===== config.mk =====
export PLATFORM = sky130hd
export DESIGN_NAME = modbus_tx_frame_ctrl
export DESIGN_NICKNAME = d
export VERILOG_FILES = /design/src/rtl/modbus_rtu_pkg.sv /design/src/rtl/modbus_gap_timer.sv /design/src/rtl/modbus_tx_frame_ctrl.sv
export SDC_FILE = /design/constraint.sdc
export NUM_CORES = 1
export LEC_CHECK = 0
export CAP_MARGIN = 0
export CORE_MARGIN = 2
export CORE_UTILIZATION = 60
export DETAILED_ROUTE_END_ITERATION = 12
export PLACE_DENSITY_LB_ADDON = 0.25
export SLEW_MARGIN = 30
export SYNTH_ARGS = -nofsm -noshare
export SYNTH_HDL_FRONTEND = slang
export SYNTH_HIERARCHICAL = 1
export SYNTH_SLANG_ARGS = --single-unit

===== constraint.sdc =====
create_clock -name clk_in -period 4.8 [get_ports clk_in]
set_input_delay 1.2 -clock clk_in [delete_from_list [all_inputs] [get_ports clk_in]]
set_output_delay 1.2 -clock clk_in [all_outputs]
set_load 0.02 [all_outputs]

===== src/rtl/modbus_rtu_pkg.sv =====
// rtl/modbus_rtu_pkg.sv - shared Modbus RTU timing constants, FSM encoding and helpers
package modbus_rtu_pkg;

    localparam int RTU_GAP_BITS  = 35;
    localparam int RTU_T15_BITS  = 15;
    localparam int MAX_FRAME_LEN = 256;

    typedef enum logic [2:0] {
        ST_IDLE,
        ST_PRE_GAP,
        ST_SEND,
        ST_WAIT_DONE,
        ST_POST_GAP
    } tx_state_t;

    function automatic int calc_bps(input int clk_freq, input int baud_rate);
        return clk_freq / baud_rate;
    endfunction

endpackage


===== src/rtl/modbus_gap_timer.sv =====
// rtl/modbus_gap_timer.sv - bit-time ticker plus saturating line-silence counter
module modbus_gap_timer #(
    parameter int BPS_PARAM = 10,
    parameter int GAP_BITS  = 35
) (
    input  logic       clk_in,
    input  logic       rst_n_in,
    input  logic       clr,
    input  logic       run,
    output logic       bit_tick,
    output logic [5:0] silence_cnt,
    output logic       gap_ok
);

    localparam logic [15:0] BAUD_LAST = 16'(BPS_PARAM - 1);
    localparam logic [5:0]  GAP_SAT   = 6'(GAP_BITS);

    logic [15:0] r_baud_cnt;
    logic [5:0]  r_silence;

    assign bit_tick    = (r_baud_cnt == BAUD_LAST);
    assign silence_cnt = r_silence;
    assign gap_ok      = (r_silence == GAP_SAT);

    // Reset presets the silence count so a fresh line counts as already idle.
    always_ff @(posedge clk_in) begin
        if (!rst_n_in) begin
            r_baud_cnt <= '0;
            r_silence  <= GAP_SAT;
        end else if (clr) begin
            r_baud_cnt <= '0;
            r_silence  <= '0;
        end else begin
            r_baud_cnt <= bit_tick ? '0 : r_baud_cnt + 16'd1;
            if (bit_tick && run && !gap_ok) begin
                r_silence <= r_silence + 6'd1;
            end
        end
    end

endmodule


===== src/rtl/modbus_tx_frame_ctrl.sv =====
// rtl/modbus_tx_frame_ctrl.sv - Modbus RTU transmit frame sequencer with 3.5T framing silence
module modbus_tx_frame_ctrl
    import modbus_rtu_pkg::*;
#(
    parameter int CLK_FREQ  = 50000000,
    parameter int BAUD_RATE = 9600,
    parameter int GAP_BITS  = RTU_GAP_BITS
) (
    input  logic       clk_in,
    input  logic       rst_n_in,
    input  logic       frame_start,
    input  logic [8:0] frame_len,
    output logic       byte_req,
    input  logic [7:0] byte_in,
    input  logic       byte_valid,
    output logic       tx_start,
    output logic [7:0] tx_data,
    input  logic       tx_done,
    output logic       frame_busy,
    output logic       frame_done,
    output logic       frame_err
);

    localparam int BPS_PARAM = calc_bps(CLK_FREQ, BAUD_RATE);

    tx_state_t  r_state, w_next_state;
    logic [8:0] r_remaining;
    logic [7:0] r_hold_data, r_tx_data;
    logic       r_hold_full, r_in_flight, r_done_seen, r_req_pulse, r_frame_err;
    logic       w_bit_tick, w_gap_ok, w_hold_avail, w_len_ok, w_accept;
    logic       w_load_tx, w_set_err;
    logic [5:0] w_unused_silence_cnt;

    modbus_gap_timer #(
        .BPS_PARAM (BPS_PARAM),
        .GAP_BITS  (GAP_BITS)
    ) u_gap_timer (
        .clk_in      (clk_in),
        .rst_n_in    (rst_n_in),
        .clr         (tx_start | tx_done),
        .run         (~r_in_flight),
        .bit_tick    (w_bit_tick),
        .silence_cnt (w_unused_silence_cnt),
        .gap_ok      (w_gap_ok)
    );

    assign w_len_ok     = (frame_len != 9'd0) && (frame_len <= 9'(MAX_FRAME_LEN));
    assign w_accept     = (r_state == ST_IDLE) && frame_start && w_len_ok;
    assign w_hold_avail = r_hold_full | byte_valid;

    assign tx_start   = (r_state == ST_SEND);
    assign tx_data    = r_tx_data;
    assign byte_req   = r_req_pulse | ((r_state == ST_SEND) && (r_remaining > 9'd1));
    assign frame_busy = (r_state != ST_IDLE);
    assign frame_done = (r_state == ST_POST_GAP) && w_gap_ok;
    assign frame_err  = r_frame_err;

    // The baud counter restarts on tx_done, so the first bit_tick after it
    // marks one full bit time with no byte ready: the underrun deadline.
    always_comb begin
        w_next_state = r_state;
        w_load_tx    = 1'b0;
        w_set_err    = 1'b0;
        case (r_state)
            ST_IDLE: begin
                if (w_accept) begin
                    w_next_state = ST_PRE_GAP;
                end else if (frame_start) begin
                    w_set_err = 1'b1;
                end
            end
            ST_PRE_GAP: begin
                if (w_gap_ok && w_hold_avail) begin
                    w_next_state = ST_SEND;
                    w_load_tx    = 1'b1;
                end
            end
            ST_SEND: w_next_state = ST_WAIT_DONE;
            ST_WAIT_DONE: begin
                if (tx_done && (r_remaining == 9'd0)) begin
                    w_next_state = ST_POST_GAP;
                end else if (r_done_seen && w_hold_avail) begin
                    w_next_state = ST_SEND;
                    w_load_tx    = 1'b1;
                end else if (r_done_seen && w_bit_tick) begin
                    w_next_state = ST_POST_GAP;
                    w_set_err    = 1'b1;
                end
            end
            ST_POST_GAP: begin
                if (w_gap_ok) begin
                    w_next_state = ST_IDLE;
                end
            end
            default: w_next_state = ST_IDLE;
        endcase
    end

    always_ff @(posedge clk_in) begin
        if (!rst_n_in) begin
            r_state     <= ST_IDLE;
            r_remaining <= '0;
            r_hold_data <= '0;
            r_hold_full <= 1'b0;
            r_tx_data   <= '0;
            r_in_flight <= 1'b0;
            r_done_seen <= 1'b0;
            r_req_pulse <= 1'b0;
            r_frame_err <= 1'b0;
        end else begin
            r_state     <= w_next_state;
            r_req_pulse <= w_accept;
            r_frame_err <= w_set_err;

            if (w_accept) begin
                r_remaining <= frame_len;
            end else if (r_state == ST_SEND) begin
                r_remaining <= r_remaining - 9'd1;
            end

            if (w_load_tx) begin
                r_tx_data   <= r_hold_full ? r_hold_data : byte_in;
                r_hold_full <= 1'b0;
            end else if (byte_valid && !r_hold_full &&
                         (r_state inside {ST_PRE_GAP, ST_SEND, ST_WAIT_DONE})) begin
                r_hold_data <= byte_in;
                r_hold_full <= 1'b1;
            end else if (r_state inside {ST_IDLE, ST_POST_GAP}) begin
                r_hold_full <= 1'b0;
            end

            if (tx_start) begin
                r_in_flight <= 1'b1;
            end else if (tx_done) begin
                r_in_flight <= 1'b0;
            end

            if (r_state != ST_WAIT_DONE) begin
                r_done_seen <= 1'b0;
            end else if (tx_done) begin
                r_done_seen <= 1'b1;
            end
        end
    end

endmodule


==> metrics.cfg, run 1 <==
[route]
antenna_left = 0
drtIter0Drc = 201
wl_um = 6320
wl_per_cell_um = 15.0
firstDrtPassIters = 5
drc = 0
vias = 2607
vias_per_cell = 6.21

[synth]
synth_compound_area_frac = 0.180
syn_inst = 334
synth-main-ff-cell = dfxtp_1
syn_area_um2 = 2850
ys_top_cells_by_area = dfxtp_1, mux2i_1, nor2_1, nand2_1, a21oi_1
synth.most_common_cell = dfxtp_1
synthXorXnorAreaFrac = 0.0369
ys_ff_latch = 55
synthAdderAreaFrac = 0.0219
synth_enable_flop_cells = 0
syn_avg_cell_area_um2 = 8.54
synth_top_family_by_area = simple AND/OR/NAND/NOR gates
yosys-top-cells-count = dfxtp_1, nor2_1, nand2_1, mux2i_1, a21oi_1
seq_area_frac_synth = 0.386
yosysUniqueCellTypes = 60
netlist.area_leader.share = 0.386
synth_warnings = 6
syn_nets = 361
synthMuxAreaShare = 0.0671
yosysTopAreaCell = dfxtp_1
synth_simple_gate_area_frac = 0.268
synth-async-reset-ratio = 0

[global_routing]
antenna_found_initial = 0
grt_usage = 0.249
grt_pass1_vias = 2355
use_met2 = 0.409
top_usage_layer = met2
use_met3 = 0.0497
grt_pass1_wl_um = 10500
grt_max_degree = 27
grt-ovfl-total = 0
grtUsageMet1 = 0.327

[final_layout]
antenna_cells = 0
layout-drive-gt1-share = 0.0656
nets = 392
final_area_um2 = 3310
area_growth_pct = 16.2
utilization = 0.711
final_cell_count_no_fill = 420

[status]
status = completed

[placement]
hpwl_um = 4490
gp_congestion = 0.844
place_inst = 412
postPlaceCellArea_um2 = 3220
numPortBuffers = 34

[critical_path]
r2r_setup_slack_ns = 2.19
required_ns = 3.60
worstSetupPathType = flip-flop to output pin
crit_path_cell_trace = or4_4, nor3_1, o21ai_0, a21o_1, clkdlybuf4s50_1
startpoint_type = flip-flop
arrival_ns = 2.39
worst_path_largest_cell_delay_ns = 0.61
crit_fanout = 7
critPathSlowestCell = or4_4
setup.worst_path.end_class = output pin

[floorplanning]
die_w_um = 72.9
die_h_um = 72.9
core_area_um2 = 4660
rows = 25
ios = 35
dieArea_um2 = 5320
start_util = 0.612

[cts]
clockBufferDepth = 2
cts_setup_buffers = 0
htreeDepth = 2
cts.sink_count = 55
cts.clk_slew.worst_paths_ns = 0.10
holdBufCountCts = 0
cts_buffers = 5
clk_latency_ns = 0.32
cts-root-buf = clkbuf_8
cts_resized = 0
cts_tree = built

[sta]
period_needed_ns = 3.59
setup_violations = 0
hold_violations = 0
tightestPinTransition_ns = 0.825
fin_crit_sh = 0.747
drv_slew = 0
fin_skew_ns = 0.00883
rsz0062_at_grt = no
fmax_mhz = 279
maxSlewHeadroom = 0.448
tns_ns = 0

[pwr]
total_leakage_power_nw = 1.12
power.density_nw_per_um2 = 267
peakVddDrop_v = 0.000185

[run]
cap_viol_max_count = 0

[hold_path]
hold_class = flip-flop to flip-flop

==> cells by family after synthesis <==
group / count (synthesis)
AOI/OAI and AO/OA: 70
muxes: 19
DFF: 55
xor gates and xnor gates: 12
buffers and inverters: 28
adders and majority gates: 5
and+or+nand+nor: 145
==> worst paths after layout <==
check,start,endpoint,cells after the start
max,r_remaining[4],byte_req,5
min,r_hold_data[5],r_hold_data[5],2
max reg2reg,r_remaining[4],r_hold_data[7],6
min reg2reg,r_hold_data[5],r_hold_data[5],2
==> registers in the layout, indices dropped and copies added (netlist names) <==
register / count
tx_data: 8
r_hold_full: 1
r_remaining: 9
u_gap_timer/r_baud_cnt: 16
r_done_seen: 1
r_in_flight: 1
r_req_pulse: 1
r_state: 3
frame_err: 1
r_hold_data: 8
u_gap_timer/silence_cnt: 6
==> stage by stage <==
stage / hold slack [ns] / total power [mW] / setup WS [ns]
6_report: 0.466 / 0.884 / 1.21
5_1_grt: 0.485 / 0.926 / 1.10
4_1_cts: 0.468 / 0.891 / 1.22
3_5_place_dp: 0.449 / 0.635 / 1.39
3_3_place_gp: 0.441 / 0.631 / 1.43
2_1_floorplan: 0.426 / 0.583 / 1.91
==> cell usage in the layout, fill, tap and decap left out, types with 4 or more instances in the layout <==
cell type / count
a211oi_1: 9
a21oi_1: 16
clkbuf_8: 5
clkdlybuf4s50_1: 34
dfxtp_1: 55
ha_1: 5
inv_1: 15
mux2i_1: 18
nand2_1: 33
nand2b_1: 6
nand3_1: 10
nand4_1: 7
nor2_1: 45
nor3_1: 5
nor4_1: 7
o21ai_0: 15
or3_1: 4
or4_1: 4
xnor2_1: 4
xor2_1: 8
==> where the power goes <==
part | switching, mW | internal [mW] | leakage (nW) | total, mW
registers | 0.0167 | 0.472 | 0.447 | 0.489
clock network | 0.155 | 0.102 | 0.0402 | 0.257
logic | 0.0758 | 0.0617 | 0.630 | 0.138
==> final cells by class <==
type / instances / area (µm²)
Tap cell: 54 / 67.6
Inverter: 15 / 56.3
Clock buffer: 5 / 68.8
Clock inverter: 3 / 20.0
Multi-Input combinational cell: 251 / 1640
Timing Repair Buffer: 37 / 363
Sequential cell: 55 / 1100
Fill cell: 376 / 1350
==> metal layers <==
| metal | vias up | routed length (µm) |
|---|---|---|
| met5 | - | 0 |
| met4 | 0 | 100 |
| met3 | 19 | 458 |
| met2 | 102 | 3020 |
| met1 | 1218 | 2740 |
| li1 | 1268 | - |
==> worst max-delay path: cells and delay by family (launching register included) <==
kind            cells  cell delay, ns
simple gates        2            0.81
flops               1            0.38
compound gates      2            0.35
buf+inv             1            0.53
Power figures use the tool's default switching activity.
==> inputs of run 2 (changes only) <==
--- a/config.mk
+++ b/config.mk
@@ -7,7 +7,7 @@
 export LEC_CHECK = 0
 export CAP_MARGIN = 0
 export CORE_MARGIN = 2
-export CORE_UTILIZATION = 60
+export CORE_UTILIZATION = 55
 export DETAILED_ROUTE_END_ITERATION = 12
 export PLACE_DENSITY_LB_ADDON = 0.25
 export SLEW_MARGIN = 30
==> constraint.sdc (replaced) <==
create_clock -name clk_in -period 3.59 [get_ports clk_in]
set_input_delay 0.8975 -clock clk_in [delete_from_list [all_inputs] [get_ports clk_in]]
set_output_delay 0.8975 -clock clk_in [all_outputs]
set_load 0.02 [all_outputs]
==> run 2 against run 1 <==
Against the previous run: register-to-register slack worse by 1.2 ns; count of clock-buffer cells in the layout is the same; via count shrank 2.7%; flip-flop and latch count unchanged; global-route usage is 2.6 points lower; clock skew grew 0.00099 ns; sequential power up 34%; routed wire length shrank 2.4%; critical path depth stayed put; critical endpoint unchanged; highest routed layer unchanged.
==> metrics.cfg, run 2 (synthesized netlist as in run 1, its figures left out) <==
[placement]
hpwl_um = 4380  ; -2.3%
gp_congestion = 0.878  ; +4.1%
place_inst = 429  ; +4.1%
numPortBuffers = 34  ; unchanged

[route]
wl_per_cell_um = 14.1  ; -6.2%
firstDrtPassIters = 4  ; -1
drtIter0Drc = 178  ; -11%
drc = 0  ; unchanged
antenna_left = 0  ; unchanged
wl_um = 6160  ; -2.4%
vias_per_cell = 5.80  ; -6.5%
vias = 2536  ; -2.7%

[floorplanning]
dieArea_um2 = 5780  ; +8.6%
die_w_um = 76.0  ; +4.2%
die_h_um = 76.0  ; +4.2%
core_area_um2 = 5040  ; +8.2%
rows = 26  ; +4.0%
start_util = 0.566  ; -0.0463
ios = 35  ; unchanged

[global_routing]
grt_usage = 0.223  ; -0.0262
antenna_found_initial = 0  ; unchanged
grt-ovfl-total = 0  ; unchanged
grt_max_degree = 25  ; -7.4%
grt_pass1_wl_um = 10700  ; +1.8%
grt_pass1_vias = 2378  ; +0.98%

[pwr]
finalPower_mw = 1.19  ; +35%
peakVddDrop_v = 0.000218  ; +18%
total_leakage_power_nw = 1.13  ; +0.75%
power.density_nw_per_um2 = 356  ; +33%

[critical_path]
r2r_setup_slack_ns = 0.97  ; -1.22 ns
crit_fanout = 7  ; unchanged
endpoint = byte_req
rr_worst_depth = 9  ; +3
r2r-start = u_gap_timer/silence_cnt[0]
worstSetupPathType = flip-flop to output pin
setup.worst_path.end_class = output pin
cp-startpoint = r_remaining[4]
r2r_end = tx_data[0]
arrival_ns = 2.41  ; +0.02 ns
startpoint_type = flip-flop
required_ns = 2.69  ; -0.91 ns

[sta]
tns_ns = 0  ; unchanged
hold_violations = 0  ; unchanged
setup_violations = 0  ; unchanged
maxSlewHeadroom = 0.427  ; -0.0216
period_needed_ns = 3.31
fin_skew_ns = 0.00981  ; +0.000987 ns
fin_crit_sh = 0.922
holdWs_ns = 0.468  ; +0.00163 ns
drv_slew = 0  ; unchanged
fmax_mhz = 302
tightestPinTransition_ns = 0.857  ; +0.0323 ns
rsz0062_at_grt = no

[final_layout]
mostFrequentLayoutCells = dfxtp_1, nor2_1, clkdlybuf4s50_1
area_growth_pct = 17.3
final_common_cell = dfxtp_1
antenna_cells = 0  ; unchanged
top_register = u_gap_timer/r_baud_cnt
final_cell_count_no_fill = 437  ; +4.0%
layout-drive-gt1-share = 0.0681  ; +0.00255
biggestRegsByFlops = u_gap_timer/r_baud_cnt: 16 flops, r_remaining: 9 flops
largest_reg_flops = 16  ; unchanged
nets = 393  ; +0.26%

[cts]
cts.clk_slew.worst_paths_ns = 0.11  ; about the same
cts_tree = built
cts_resized = 0  ; unchanged
cts_buffers = 5  ; unchanged
cts.sink_count = 55  ; unchanged
cts_setup_buffers = 0  ; unchanged
clockBufferDepth = 2  ; unchanged
holdBufCountCts = 0  ; unchanged
clk_latency_ns = 0.31  ; about the same
htreeDepth = 2  ; unchanged
cts-root-buf = clkbuf_8

[hold_path]
hold_class = flip-flop to flip-flop
whs_path_depth = 2  ; unchanged

[run]
cap_viol_max_count = 0  ; unchanged

[status]
status = completed

-- run 2: changes by cell type in the layout (fill, tap and decap cells not counted) --
| cell | change |
|---|---|
| clkinvlp_4 | -1 |
| buf_4 | +1 |
| clkinv_4 | +2 |
| clkinv_2 | -1 |
-- run 2: power by group --
part | internal (mW) | switching, mW | total, mW
Sequential | 0.631 | 0.0224 | 0.654
Clock | 0.140 | 0.214 | 0.354
Combinational | 0.0829 | 0.0999 | 0.183
Total | 0.854 | 0.336 | 1.19
-- run 2: layout make-up --
cell class	instances	area [µm²]
clock buffer	5	68.8
clock inverter	3	25.0
fill	420	1700
inverter	15	56.3
multi-input combinational	251	1640
sequential	55	1100
tap	70	87.6
timing repair buffer	38	370
-- run 2: how the worst min path moves through the flow --
stage	slack (ns)	endpoint	from
floorplan	0.43	u_gap_timer/r_baud_cnt[0]	u_gap_timer/r_baud_cnt[0]
detailed placement	0.45	u_gap_timer/r_baud_cnt[0]	u_gap_timer/r_baud_cnt[0]
finish	0.47	r_hold_data[2]	r_hold_data[2]
CTS	0.47	r_hold_data[2]	r_hold_data[2]
global route	0.49	r_hold_data[2]	r_hold_data[2]
global placement	0.44	u_gap_timer/r_baud_cnt[0]	u_gap_timer/r_baud_cnt[0]
-- run 2: stage by stage --
step,util,instance area (µm²),setup slack [ns]
floorplan,-,2850,0.869
global placement,0.645,3250,0.531
detailed placement,0.645,3250,0.498
CTS,0.664,3350,0.293
global route,0.664,3350,0.218
finish,0.664,3350,0.280
-- run 2: layer usage --
layer / up-vias / part of all wire / GRT usage
met3: 6 / 0.045 / 0.0403
li1: 1271 / - / -
met2: 73 / 0.48 / 0.375
met5: - / 0 / 0
met4: 0 / 0.011 / 0.0709
met1: 1186 / 0.46 / 0.291
-- run 2: worst max-delay path, stage by stage (launching register included) --
cell and delay, ns:
dfxtp_1 0.38, or4_4 0.60, nor3_1 0.24, o21ai_0 0.14
a21o_1 0.20, clkdlybuf4s50_1 0.53
